$ cat src/rtl/data_sync_tx_pkg.sv
// data_sync_tx_pkg: state encoding and default synchronizer depth shared by both ends of the bus crossing
package data_sync_tx_pkg;
  typedef enum logic [2:0] {
    IDLE  = 3'd0,
    SETUP = 3'd1,
    REQ   = 3'd2,
    REL   = 3'd3,
    GAP   = 3'd4
  } state_e;
  localparam int DEFAULT_STAGES = 2;
endpackage

$ cat src/rtl/data_sync_tx_bit_sync.sv
// bit_sync: STAGES-deep single-bit synchronizer chain with async active-low clear
module bit_sync
  import data_sync_tx_pkg::*;
#(
  parameter int STAGES = DEFAULT_STAGES
) (
  input  logic clk_i,
  input  logic rst_ni,
  input  logic d_i,
  output logic q_o
);
  logic [STAGES-1:0] sync_q;
  always_ff @(posedge clk_i or negedge rst_ni)
    if (!rst_ni) sync_q <= '0;
    else sync_q <= {sync_q[STAGES-2:0], d_i};
  assign q_o = sync_q[STAGES-1];
endmodule

$ cat src/rtl/data_sync_tx.sv
// data_sync_tx: source-side launcher holding a stable bus under a four-phase req/ack handshake
module data_sync_tx
  import data_sync_tx_pkg::*;
#(
  parameter int WIDTH      = 8,
  parameter int STAGES     = DEFAULT_STAGES,
  parameter int GAP_CYCLES = 2
) (
  input  logic             CLK,
  input  logic             RST,
  input  logic [WIDTH-1:0] data_in,
  input  logic             data_valid,
  output logic             data_ready,
  input  logic             ack_async,
  output logic [WIDTH-1:0] unsync_bus,
  output logic             bus_enable,
  output logic             busy
);
  localparam int GW = GAP_CYCLES > 1 ? $clog2(GAP_CYCLES) : 1;
  localparam logic [GW-1:0] GAP_INIT = GW'(GAP_CYCLES > 0 ? GAP_CYCLES - 1 : 0);
  state_e state_q, state_d;
  logic [GW-1:0] gap_q, gap_d;
  logic [WIDTH-1:0] bus_q, bus_d;
  logic en_q, en_d, ack_sync, accept;
  bit_sync #(.STAGES(STAGES)) u_ack_sync (
    .clk_i (CLK),
    .rst_ni(RST),
    .d_i   (ack_async),
    .q_o   (ack_sync)
  );
  // Gated by RST so ready stays low while reset is held, not just after it.
  assign data_ready = RST && state_q == IDLE && !ack_sync;
  assign accept     = data_valid && data_ready;
  always_comb begin
    state_d = state_q;
    gap_d   = gap_q;
    bus_d   = accept ? data_in : bus_q;
    unique case (state_q)
      IDLE:  state_d = accept ? SETUP : IDLE;
      SETUP: state_d = REQ;
      REQ:   state_d = ack_sync ? REL : REQ;
      REL: begin
        state_d = ack_sync ? REL : (GAP_CYCLES > 0 ? GAP : IDLE);
        gap_d   = GAP_INIT;
      end
      GAP: begin
        state_d = gap_q == '0 ? IDLE : GAP;
        gap_d   = gap_q - 1'b1;
      end
      default: state_d = IDLE;
    endcase
    // Decoding enable from the next state keeps the flop output glitch-free.
    en_d = state_d == REQ;
  end
  always_ff @(posedge CLK or negedge RST)
    if (!RST) begin
      state_q <= IDLE;
      gap_q   <= '0;
      bus_q   <= '0;
      en_q    <= 1'b0;
    end else begin
      state_q <= state_d;
      gap_q   <= gap_d;
      bus_q   <= bus_d;
      en_q    <= en_d;
    end
  assign unsync_bus = bus_q;
  assign bus_enable = en_q;
  assign busy       = state_q != IDLE;
endmodule
$ cat config.mk
export PLATFORM = sky130hd
export DESIGN_NAME = data_sync_tx
export DESIGN_NICKNAME = d
export VERILOG_FILES = /design/src/rtl/data_sync_tx_pkg.sv /design/src/rtl/data_sync_tx_bit_sync.sv /design/src/rtl/data_sync_tx.sv
export SDC_FILE = /design/constraint.sdc
export NUM_CORES = 1
export LEC_CHECK = 0
export ABC_CLOCK_PERIOD_IN_PS = 1700
export CAP_MARGIN = 20
export CORE_UTILIZATION = 42
export DETAILED_ROUTE_END_ITERATION = 6
export GPL_TIMING_DRIVEN = 0
export MAX_ROUTING_LAYER = met4
export PLACE_DENSITY_LB_ADDON = 0.08
export SYNTH_ARGS = -nofsm -noshare
export SYNTH_HDL_FRONTEND = slang
export SYNTH_HIERARCHICAL = 1
export SYNTH_SLANG_ARGS = --single-unit
$ cat constraint.sdc
create_clock -name CLK -period 1.7 [get_ports CLK]
set_input_delay 0.255 -clock CLK [delete_from_list [all_inputs] [get_ports CLK]]
set_output_delay 0.255 -clock CLK [all_outputs]
set_load 0.005 [all_outputs]
==> results of run 1 <==
## area by class of cell
cell class	instances	area, um^2	area share
Sequential cell	15	379	0.392
Multi-Input combinational cell	27	241	0.250
Buffer	1	15.0	0.0155
Clock buffer	4	26.3	0.0272
Timing Repair Buffer	30	283	0.292
Tap cell	15	18.8	0.0194
Inverter	1	3.75	0.00388
## flip-flops by register name, indices dropped and copies added, names as in the netlist
| name | flops |
|---|---|
| state_q | 3 |
| unsync_bus | 8 |
| gap_q | 1 |
| u_ack_sync/sync_q | 2 |
| bus_enable | 1 |
## layer usage
layer | up-vias | track usage | wire length [um]
met4 | 0 | 0.0750 | 15
met5 | - | - | 0
met3 | 2 | 0.0652 | 86
li1 | 224 | - | -
met2 | 23 | 0.324 | 646
met1 | 227 | 0.228 | 553
## critical path: stages, from the launching register on
cell             delay (ns)
dfrtp_2                0.46
or3_2                  0.45
clkdlybuf4s15_1        0.21
## cells in the mapped netlist
cell / number
nor2_1: 3
nor2b_1: 1
nor2_2: 1
mux2_4: 8
a21oi_1: 2
o31ai_1: 1
a21o_2: 1
and3_2: 1
and4_4: 1
nor3b_1: 1
nor3_1: 1
nand3_1: 1
dfrtp_1: 15
inv_1: 1
buf_2: 1
nand2_1: 1
or3_2: 1
buf_8: 1
and3_1: 1
o21ai_0: 2
## power groups by stage
stage / combinational, mW / sequential (mW) / clock, mW
floorplan: 0.289 / 0.603 / 0
global placement: 0.596 / 0.603 / 0
detailed placement: 0.602 / 0.609 / 0
CTS: 0.675 / 0.616 / 0.213
global route: 0.762 / 0.640 / 0.234
finish: 0.693 / 0.614 / 0.206
## final timing paths
check	to	startpoint
max	busy	state_q[1]
max reg2reg	unsync_bus[5]	state_q[0]
min in group asynchronous	unsync_bus[3]	RST
min reg2reg	u_ack_sync/sync_q[1]	u_ack_sync/sync_q[0]
min	u_ack_sync/sync_q[1]	u_ack_sync/sync_q[0]
max in group asynchronous	state_q[0]	RST
## logic make-up (layout without fill, tap and decap cells)
group	after synthesis	after routing	synth area share
muxes	8	8	0.190
and+or+nand+nor	13	13	0.123
DFF	15	15	0.593
AOI/OAI and AO/OA	6	6	0.0573
buffers and inverters	3	36	0.0375
## repair_timing
item / CTS / global route
resized for setup: 11 / 0
endpoints found under the hold margin: 15 / 0
pin swaps: 1 / 0
buffers inserted: 6 / 1
endpoints found under the setup margin: 10 / 1
hold buffers: 1 / 0
==> results.md, run 1 <==
- Fin Clk Skew: between 0.003 and 0.004 ns
- Via count: 476
- First DRT Iteration DRCs: 4
- Critical Path AT: between 1 and 1.5 ns
- I/O pin cnt: 23
- Worst-path clk slew: 0.09 ns
- Worst-Skew Late Latency: ~0.28 ns
- Tmin final: approximately 1.7 ns
- Startpoint types: flip-flop
- Die W: a little over 40 um
- Root Buffer: clkbuf_4
- Area delta synth->final: 52.8%
- Clk pwr share: 0.136
- Psw: roughly 0.43 mW
- Ys Warns: 6
- GR Overflow Total: 0
- Pin count of the biggest net entering global routing: 16
- Worst-Margin Slew: roughly 0.67 ns
- H-tree levels: 1
- Seq/Total Area, Yosys: 0.593
- Placed Instances: 82
- Post-Place Worst Slack: -0.601 ns
- Number of buffers created by CTS: 3
- Initial core utilization: 0.469
- Mapped Area: roughly 630 um^2
- FP Rows: 13
- Fmax: 604 MHz
- Final setup fails: 0
- Post-Syn Area per Cell: 14.1 um^2
- Sw frac: 0.284
- Post-synth top area share: 0.593
- R2R depth: 6
- First-pass GRT wire length: roughly 2000 um
- Global Route Usage Sum: 0.200
- Worst hold path depth: 0
- Number of hold violations in the final report: 0
- Nets: 91
- Worst rel slew slack: 0.553
- Fraction of layout cells with a size suffix above 1: 0.372
- Min Hold Slack: 0.369 ns
- RD Place Congestion: roughly 0.75
- DIE AREA: about 0.0017 mm^2
- Final Util: 0.716
- Design Area, Final: around 970 um^2
- Leak Pwr: ~0.44 nW
- Max IR drop VDD: 0.912 mV
- Vias in the first global route: 470
- Data required, critical path: around 1.4 ns
- I/O Buffers: 22
- Fillers: between 90 and 100
- Sequential power share: 0.406
- HPWL after DPL: ~800 um
- FF+latch count, synth: 15
- Final WL: about 1300 um
- Via/cell ratio: between 5 and 6
- Max cap viols: 0
- Setup Crit Path Kind: reg2out
- Distinct cell type count after synthesis: 20
- Die Y: slightly above 40 um
- Residual DRC: 0
- Largest area contributor in the netlist: dfrtp_1
- Max-slew violation count: 0
- Antenna diodes: 0
- Tcrit/Tclk final: 0.973
- Most frequent cells in the layout: clkdlybuf4s50_1, dfrtp_1, mux2_4
- WL per Instance: 14.0 um
- Drt first pass iters: 4
- Non-Filler Instances: 93
- P_int: between 1 and 1.5 mW
- Max FO, Critical Path: 5
- Total negative slack: 0 ns
- Placed inst area: roughly 870 um^2
- Pwr dens: roughly 1600 mW/mm^2
- CTS tree: yes
- Setup crit end kind: output pin
- Final WS setup: ~0.045 ns
- Commonest non-fill, non-tap cell in the layout: clkdlybuf4s50_1
- Status: finished, final reports clean
- RSZ-0062 raised after global routing: no
- Logic pwr share: 0.458
- Remaining antenna violation count: 0
- Largest cells by area after synthesis: dfrtp_1, mux2_4, buf_8
- Initial antenna violation count: 0
- Synth Instances: 45
- Core Footprint: 0.00135 mm^2
- Worst hold path class: reg2reg
- Post-layout power: 1.51 mW
- CTS sink cnt: 15
- R2R setup slack: 0.15 ns
- Max clock buf depth: 2
- Syn_nets: 57
(Power assumes the default switching activity.)
==> run 2: changes to the inputs <==
Settings changed: CORE_AREA set to 2 2 39 41, CORE_UTILIZATION 42 to unset, DIE_AREA set to 0 0 41 43, DONT_BUFFER_PORTS set to 1, RECOVER_POWER set to 25.
==> run 2 against run 1 <==
  * Utilization fell by 21 points
  * Clock power fell by 8%
  * Fmax rose by 11%
  * Clock skew fell by 0.0013 ns
  * Cell area fell by 28%
  * First-iteration DRC count rose to 4.0 times the previous value
  * Worst setup slack improved by 0.17 ns
  * Worst hold slack got worse by 0.24 ns
  * Largest power group is now registers
==> results.md, run 2 (synthesized netlist as in run 1, its figures left out) <==
- Design Area, Final: 699 um^2 (-28%)
- Most frequent cells in the layout: dfrtp_1, mux2_4, nor2_1, clkbuf_4
- Via/cell ratio: 5.75 (+12%)
- DIE AREA: 0.00176 mm^2 (+5.8%)
- Area of the multi-input gates: 234 um^2 (-3.1%)
- Antenna diodes: 0 (unchanged)
- Placed Instances: 61 (-26%)
- Fin Clk Skew: 0.00199 ns (-0.00134 ns)
- Nets: 64 (-30%)
- Max cap viols: 0 (unchanged)
- Initial antenna violation count: 0 (unchanged)
- Data required, critical path: 1.86 ns (+0.42 ns)
- Commonest non-fill, non-tap cell in the layout: dfrtp_1
- Startpoint types: flip-flop
- Fmax: 674 MHz (+11%)
- Total negative slack: 0 ns (unchanged)
- Fillers: 117 (+19%)
- RD Place Congestion: 0.599 (-20%)
- Tcrit/Tclk final: 0.873 (-0.100)
- Sequential power share: 0.544 (+0.138)
- Pin count of the biggest net entering global routing: 16 (unchanged)
- Non-Filler Instances: 67 (-28%)
- Worst-path clk slew: 0.08 ns (about the same)
- H-tree levels: 1 (unchanged)
- Pwr dens: 1670 mW/mm^2 (+6.5%)
- Placed inst area: 653 um^2 (-25%)
- Final Util: 0.505 (-0.211)
- Logic pwr share: 0.292 (-0.166)
- Max IR drop VDD: 0.816 mV (-11%)
- Final setup fails: 0 (unchanged)
- Area delta synth->final: 10.5%
- Status: finished, final reports clean
- GR Overflow Total: 0 (unchanged)
- Via count: 385 (-19%)
- Critical Path AT: 1.64 ns (+0.24 ns)
- P_int: 0.801 mW (-26%)
- CTS sink cnt: 15 (unchanged)
- Remaining antenna violation count: 0 (unchanged)
- RSZ-0062 raised after global routing: no
- Max FO, Critical Path: 9 (+4)
- Setup Crit Path Kind: reg2reg
- Clk pwr share: 0.163 (+0.027)
- Drt first pass iters: 4 (unchanged)
- Max clock buf depth: 2 (unchanged)
- Max stage delay on crit path: 0.44 ns (-0.02 ns)
- Residual DRC: 0 (unchanged)
- I/O Buffers: 0 (-100%)
- CTS tree: yes
- Fraction of layout cells with a size suffix above 1: 0.353 (-0.0189)
- Die W: 41 um (+0.43%)
- First DRT Iteration DRCs: 16 (+12)
- FP Rows: 14 (+1)
- Final WL: 1120 um (-14%)
- Number of hold violations in the final report: 0 (unchanged)
- Crit-path cells: nor2_2 > and4_4 > buf_8 > mux2_4
- Post CTS Setup Buffer Count: 0 (-6)
- HPWL after DPL: 833 um (+3.6%)
- Worst hold path class: in2reg
- Worst-Margin Slew: 0.654 ns (-0.0146 ns)
- Tmin final: 1.48 ns (-0.171 ns)
- Leak Pwr: 0.325 nW (-26%)
- Setup crit end kind: flip-flop
- Max FFs per register: 8 (unchanged)
- Sw frac: 0.312 (+0.0281)
- Register area: 375 um^2 (-0.99%)
- Core Footprint: 0.00138 mm^2 (+2.5%)
- Global Route Usage Sum: 0.175 (-0.0253)
- Worst rel slew slack: 0.562 (+0.00974)
- Vias in the first global route: 423 (-10%)
- Psw: 0.364 mW (-15%)
- Root Buffer: clkbuf_4
- WL per Instance: 16.7 um (+19%)
- Max-slew violation count: 0 (unchanged)
- First-pass GRT wire length: 1940 um (-4.4%)
- I/O pin cnt: 23 (unchanged)
- Number of buffers created by CTS: 3 (unchanged)
- Slowest-stage cell, CP: dfrtp_1
- Die Y: 43 um (+5.3%)
- Worst-Skew Late Latency: 0.27 ns (about the same)
- Initial core utilization: 0.458 (-0.0114)
run 2: worst paths after layout:
check | depth (start not counted) | from | slack (ns) | end
max in group asynchronous | 1 | RST | 0.83 | unsync_bus[5]
min in group asynchronous | 1 | RST | 0.45 | state_q[1]
worst max-delay path | 4 | state_q[0] | 0.22 | unsync_bus[0]
worst min register to register | 0 | u_ack_sync/sync_q[0] | 0.37 | u_ack_sync/sync_q[1]
worst min-delay path | 1 | data_in[1] | 0.13 | unsync_bus[1]
worst max register to register | 4 | state_q[0] | 0.22 | unsync_bus[0]
run 2: cell type report:
class | instances | area share
clock buffer | 4 | 0.0376
multi-input combinational | 27 | 0.335
buffer | 2 | 0.0286
tap | 16 | 0.0286
timing repair buffer | 2 | 0.0286
inverter | 1 | 0.00537
sequential | 15 | 0.537
run 2: critical path, delay by kind of cell (launching register included):
family | cells | cell delay (ns)
and+or+nand+nor | 2 | 0.48
DFF | 1 | 0.44
muxes | 1 | 0.30
buffers and inverters | 1 | 0.15
run 2: power by group through the flow:
stage	combinational (mW)	clock [mW]	sequential [mW]
global placement	0.311	0	0.630
global route	0.384	0.219	0.656
CTS	0.346	0.206	0.634
finish	0.341	0.190	0.634
detailed placement	0.332	0	0.641
floorplan	0.289	0	0.603
run 2: repair_timing:
item,4_1_cts,5_1_grt
hold endpoints to repair,16,0
setup endpoints to repair,0,0
gates resized for setup,0,0
hold buffers,2,0
run 2: routing by layer:
metal	GRT usage	vias up	part of all wire
li1	-	173	-
met1	0.204	194	0.37
met2	0.259	16	0.54
met3	0.0471	2	0.079
met4	0.100	0	0.011
met5	-	-	0
run 2: through the flow:
step / hold slack (ns) / power [mW] / setup WS, ns
2_1_floorplan: -0.0406 / 0.892 / 0.335
3_3_place_gp: -0.0402 / 0.941 / 0.267
3_5_place_dp: -0.0401 / 0.973 / 0.227
4_1_cts: 0.110 / 1.19 / 0.206
5_1_grt: 0.101 / 1.26 / 0.146
6_report: 0.127 / 1.17 / 0.216
==> run 3: changes to the inputs <==
Settings changed: ABC_AREA set to 1, ABC_CLOCK_PERIOD_IN_PS 1700 to unset, RECOVER_POWER 25 to 50.
==> run 3 against run 2 <==
  * Worst setup slack improved by 0.078 ns
  * Worst hold slack worse by 0.029 ns
  * Register-to-register slack improved by 0.39 ns
  * First-iteration DRC count down 31%
  * Total power decreased by 2.5%
  * Non-clock buffer count shrank 1
  * Highest routed layer unchanged
==> results.md, run 3 <==
- Worst-Skew Late Latency: 0.28 ns (about the same)
- RSZ-0062 raised after global routing: no
- Post-CTS sizing: 0 (unchanged)
- Commonest non-fill, non-tap cell in the layout: nand2_1
- HPWL after DPL: 793 um (-4.9%)
- FP Rows: 14 (unchanged)
- Setup Crit Path Kind: reg2out
- RD Place Congestion: 0.652 (+9.0%)
- Tmin final: 1.41 ns (-0.0781 ns)
- Root Buffer: clkbuf_4
- DIE AREA: 0.00176 mm^2 (unchanged)
- Post-Syn Area per Cell: 9.95 um^2 (-29%)
- Number of hold violations in the final report: 0 (unchanged)
- Antenna diodes: 0 (unchanged)
- Core Footprint: 0.00138 mm^2 (unchanged)
- Vias in the first global route: 476 (+13%)
- Max stage delay on crit path: 0.44 ns (about the same)
- Via count: 426 (+11%)
- CTS sink cnt: 15 (unchanged)
- Data required, critical path: 1.44 ns (-0.42 ns)
- Post-Place Worst Slack: 0.602 ns (+0.374 ns)
- Final WL: 1170 um (+4.3%)
- Critical Path AT: 1.15 ns (-0.49 ns)
- Most frequent cells in the layout: nand2_1, dfrtp_1, nand3_1
- FF+latch count, synth: 15 (unchanged)
- Pwr dens: 1590 mW/mm^2 (-4.6%)
- Nets: 84 (+31%)
- Seq/Total Area, Yosys: 0.580 (-0.0126)
- Global Route Usage Sum: 0.182 (+0.00689)
- Setup crit end kind: output pin
- Initial core utilization: 0.467 (+0.00995)
- Max clock buf depth: 2 (unchanged)
- Max cap viols: 0 (unchanged)
- Largest area contributor in the netlist: dfrtp_1
- Final setup fails: 0 (unchanged)
- Max FO, Critical Path: 9 (unchanged)
- First DRT Iteration DRCs: 11 (-5)
- Max FFs per register: 8 (unchanged)
- Async SR Flop Fraction: 1.00 (unchanged)
- Die W: 41 um (unchanged)
- Max-slew violation count: 0 (unchanged)
- Worst-Margin Slew: 0.658 ns (+0.00357 ns)
- Worst rel slew slack: 0.560 (-0.00239)
- Max IR drop VDD: 0.685 mV (-16%)
- Min Hold Slack: 0.0984 ns (-0.0288 ns)
- Ys Warns: 6 (unchanged)
- Fraction of layout cells with a size suffix above 1: 0.141 (-0.212)
- GR Overflow Total: 0 (unchanged)
- Syn_nets: 77 (+35%)
- Remaining antenna violation count: 0 (unchanged)
- Fmax: 711 MHz (+5.6%)
- Number of buffers created by CTS: 3 (unchanged)
- Mapped Area: 647 um^2 (+2.2%)
- Synth cell count leaders: nand2_1, dfrtp_1, nand3_1
- Via/cell ratio: 4.90 (-15%)
- Die Y: 43 um (unchanged)
- Synth Instances: 65 (+44%)
- Post-synth EDFFs: 0 (unchanged)
- Distinct cell type count after synthesis: 13 (-35%)
- H-tree levels: 1 (unchanged)
- Slowest-stage cell, CP: dfrtp_1
- Worst hold path class: in2reg
- CTS tree: yes
- Area delta synth->final: 10.4% (about the same)
- Status: finished, final reports clean
- Residual DRC: 0 (unchanged)
- First-pass GRT wire length: 2020 um (+4.3%)
- Pin count of the biggest net entering global routing: 16 (unchanged)
- Worst-path clk slew: 0.09 ns (about the same)
- Leak Pwr: 0.380 nW (+17%)
- Drt first pass iters: 4 (unchanged)
- Initial antenna violation count: 0 (unchanged)
- Main flop type after synthesis: dfrtp_1
- Total negative slack: 0 ns (unchanged)
- Post-synth top area share: 0.580 (-0.0126)
- Crit-path cells: nor2_4 > nand2_4 > nor2_8
- I/O pin cnt: 23 (unchanged)
- Final WS setup: 0.294 ns (+0.0781 ns)
- Tcrit/Tclk final: 0.827 (-0.0459)
- Top-count cell post-synth: nand2_1
- Startpoint types: flip-flop
- I/O Buffers: 0 (unchanged)
- WL per Instance: 13.4 um (-20%)
- Fin Clk Skew: 0.00328 ns (+0.00130 ns)
- Final Util: 0.516 (+0.0109)
- Largest cells by area after synthesis: dfrtp_1, nand2_1, nand3_1
run 3: changes by cell type after synthesis, sizes merged, moves of 2 or more:
cell and change:
mux2 -8, inv +5, nand2 +21, a21oi -2, nand3 +11, and3 -2
run 3: kinds of logic (layout without fill, tap and decap cells):
logic type      count (synthesis)  in the layout  synth area share
simple gates                   40             40             0.331
flops                          15             15             0.580
buf+inv                         8             14            0.0696
compound gates                  2              2            0.0193
run 3: final timing paths:
path | startpoint | to | slack, ns | depth (start not counted)
worst max-delay path | state_q[0] | data_ready | 0.29 | 3
worst min-delay path | data_in[0] | unsync_bus[0] | 0.1 | 2
worst max register to register | state_q[0] | unsync_bus[1] | 0.61 | 5
worst min register to register | u_ack_sync/sync_q[0] | u_ack_sync/sync_q[1] | 0.37 | 0
max in group asynchronous | RST | unsync_bus[5] | 0.85 | 1
min in group asynchronous | RST | state_q[2] | 0.43 | 1
run 3: per-stage QoR:
stage / area, um^2 / power [mW] / cells
after floorplan: 647 / 0.868 / 65
after global placement: 667 / 0.918 / 81
after detailed placement: 667 / 0.932 / 81
after CTS: 714 / 1.16 / 87
after global routing: 714 / 1.24 / 87
final: 714 / 1.14 / 87
run 3: cell type report:
class                   count  area, um^2
clock buffers               3        22.5
repair buffers              2        20.0
inverters                   7        40.0
flip-flops and latches     15         375
plain buffers               1        5.00
multi-input cells          42         226
well taps                  16        20.0
clock inverters             1        5.00
fillers                   140         669
run 3: power by group:
part / switching, mW / total [mW] / internal [mW]
combinational: 0.187 / 0.323 / 0.136
sequential: 0.112 / 0.608 / 0.495
clock: 0.118 / 0.206 / 0.0873
total: 0.418 / 1.14 / 0.718
run 3: worst max-delay path: cells and delay by family (launching register included):
family | cells | cell delay (ns)
flops | 1 | 0.44
simple gates | 3 | 0.42
run 3: layer usage:
layer	routed length, um	part of all wire	track usage
met5	0	0	-
met4	10	0.0086	0.100
met3	58	0.050	0.0314
met2	552	0.47	0.247
met1	546	0.47	0.252
run 3: repair_timing:
item	4_1_cts	5_1_grt
buffers inserted	0	0
hold buffers	2	0
endpoints found under the hold margin	16	0
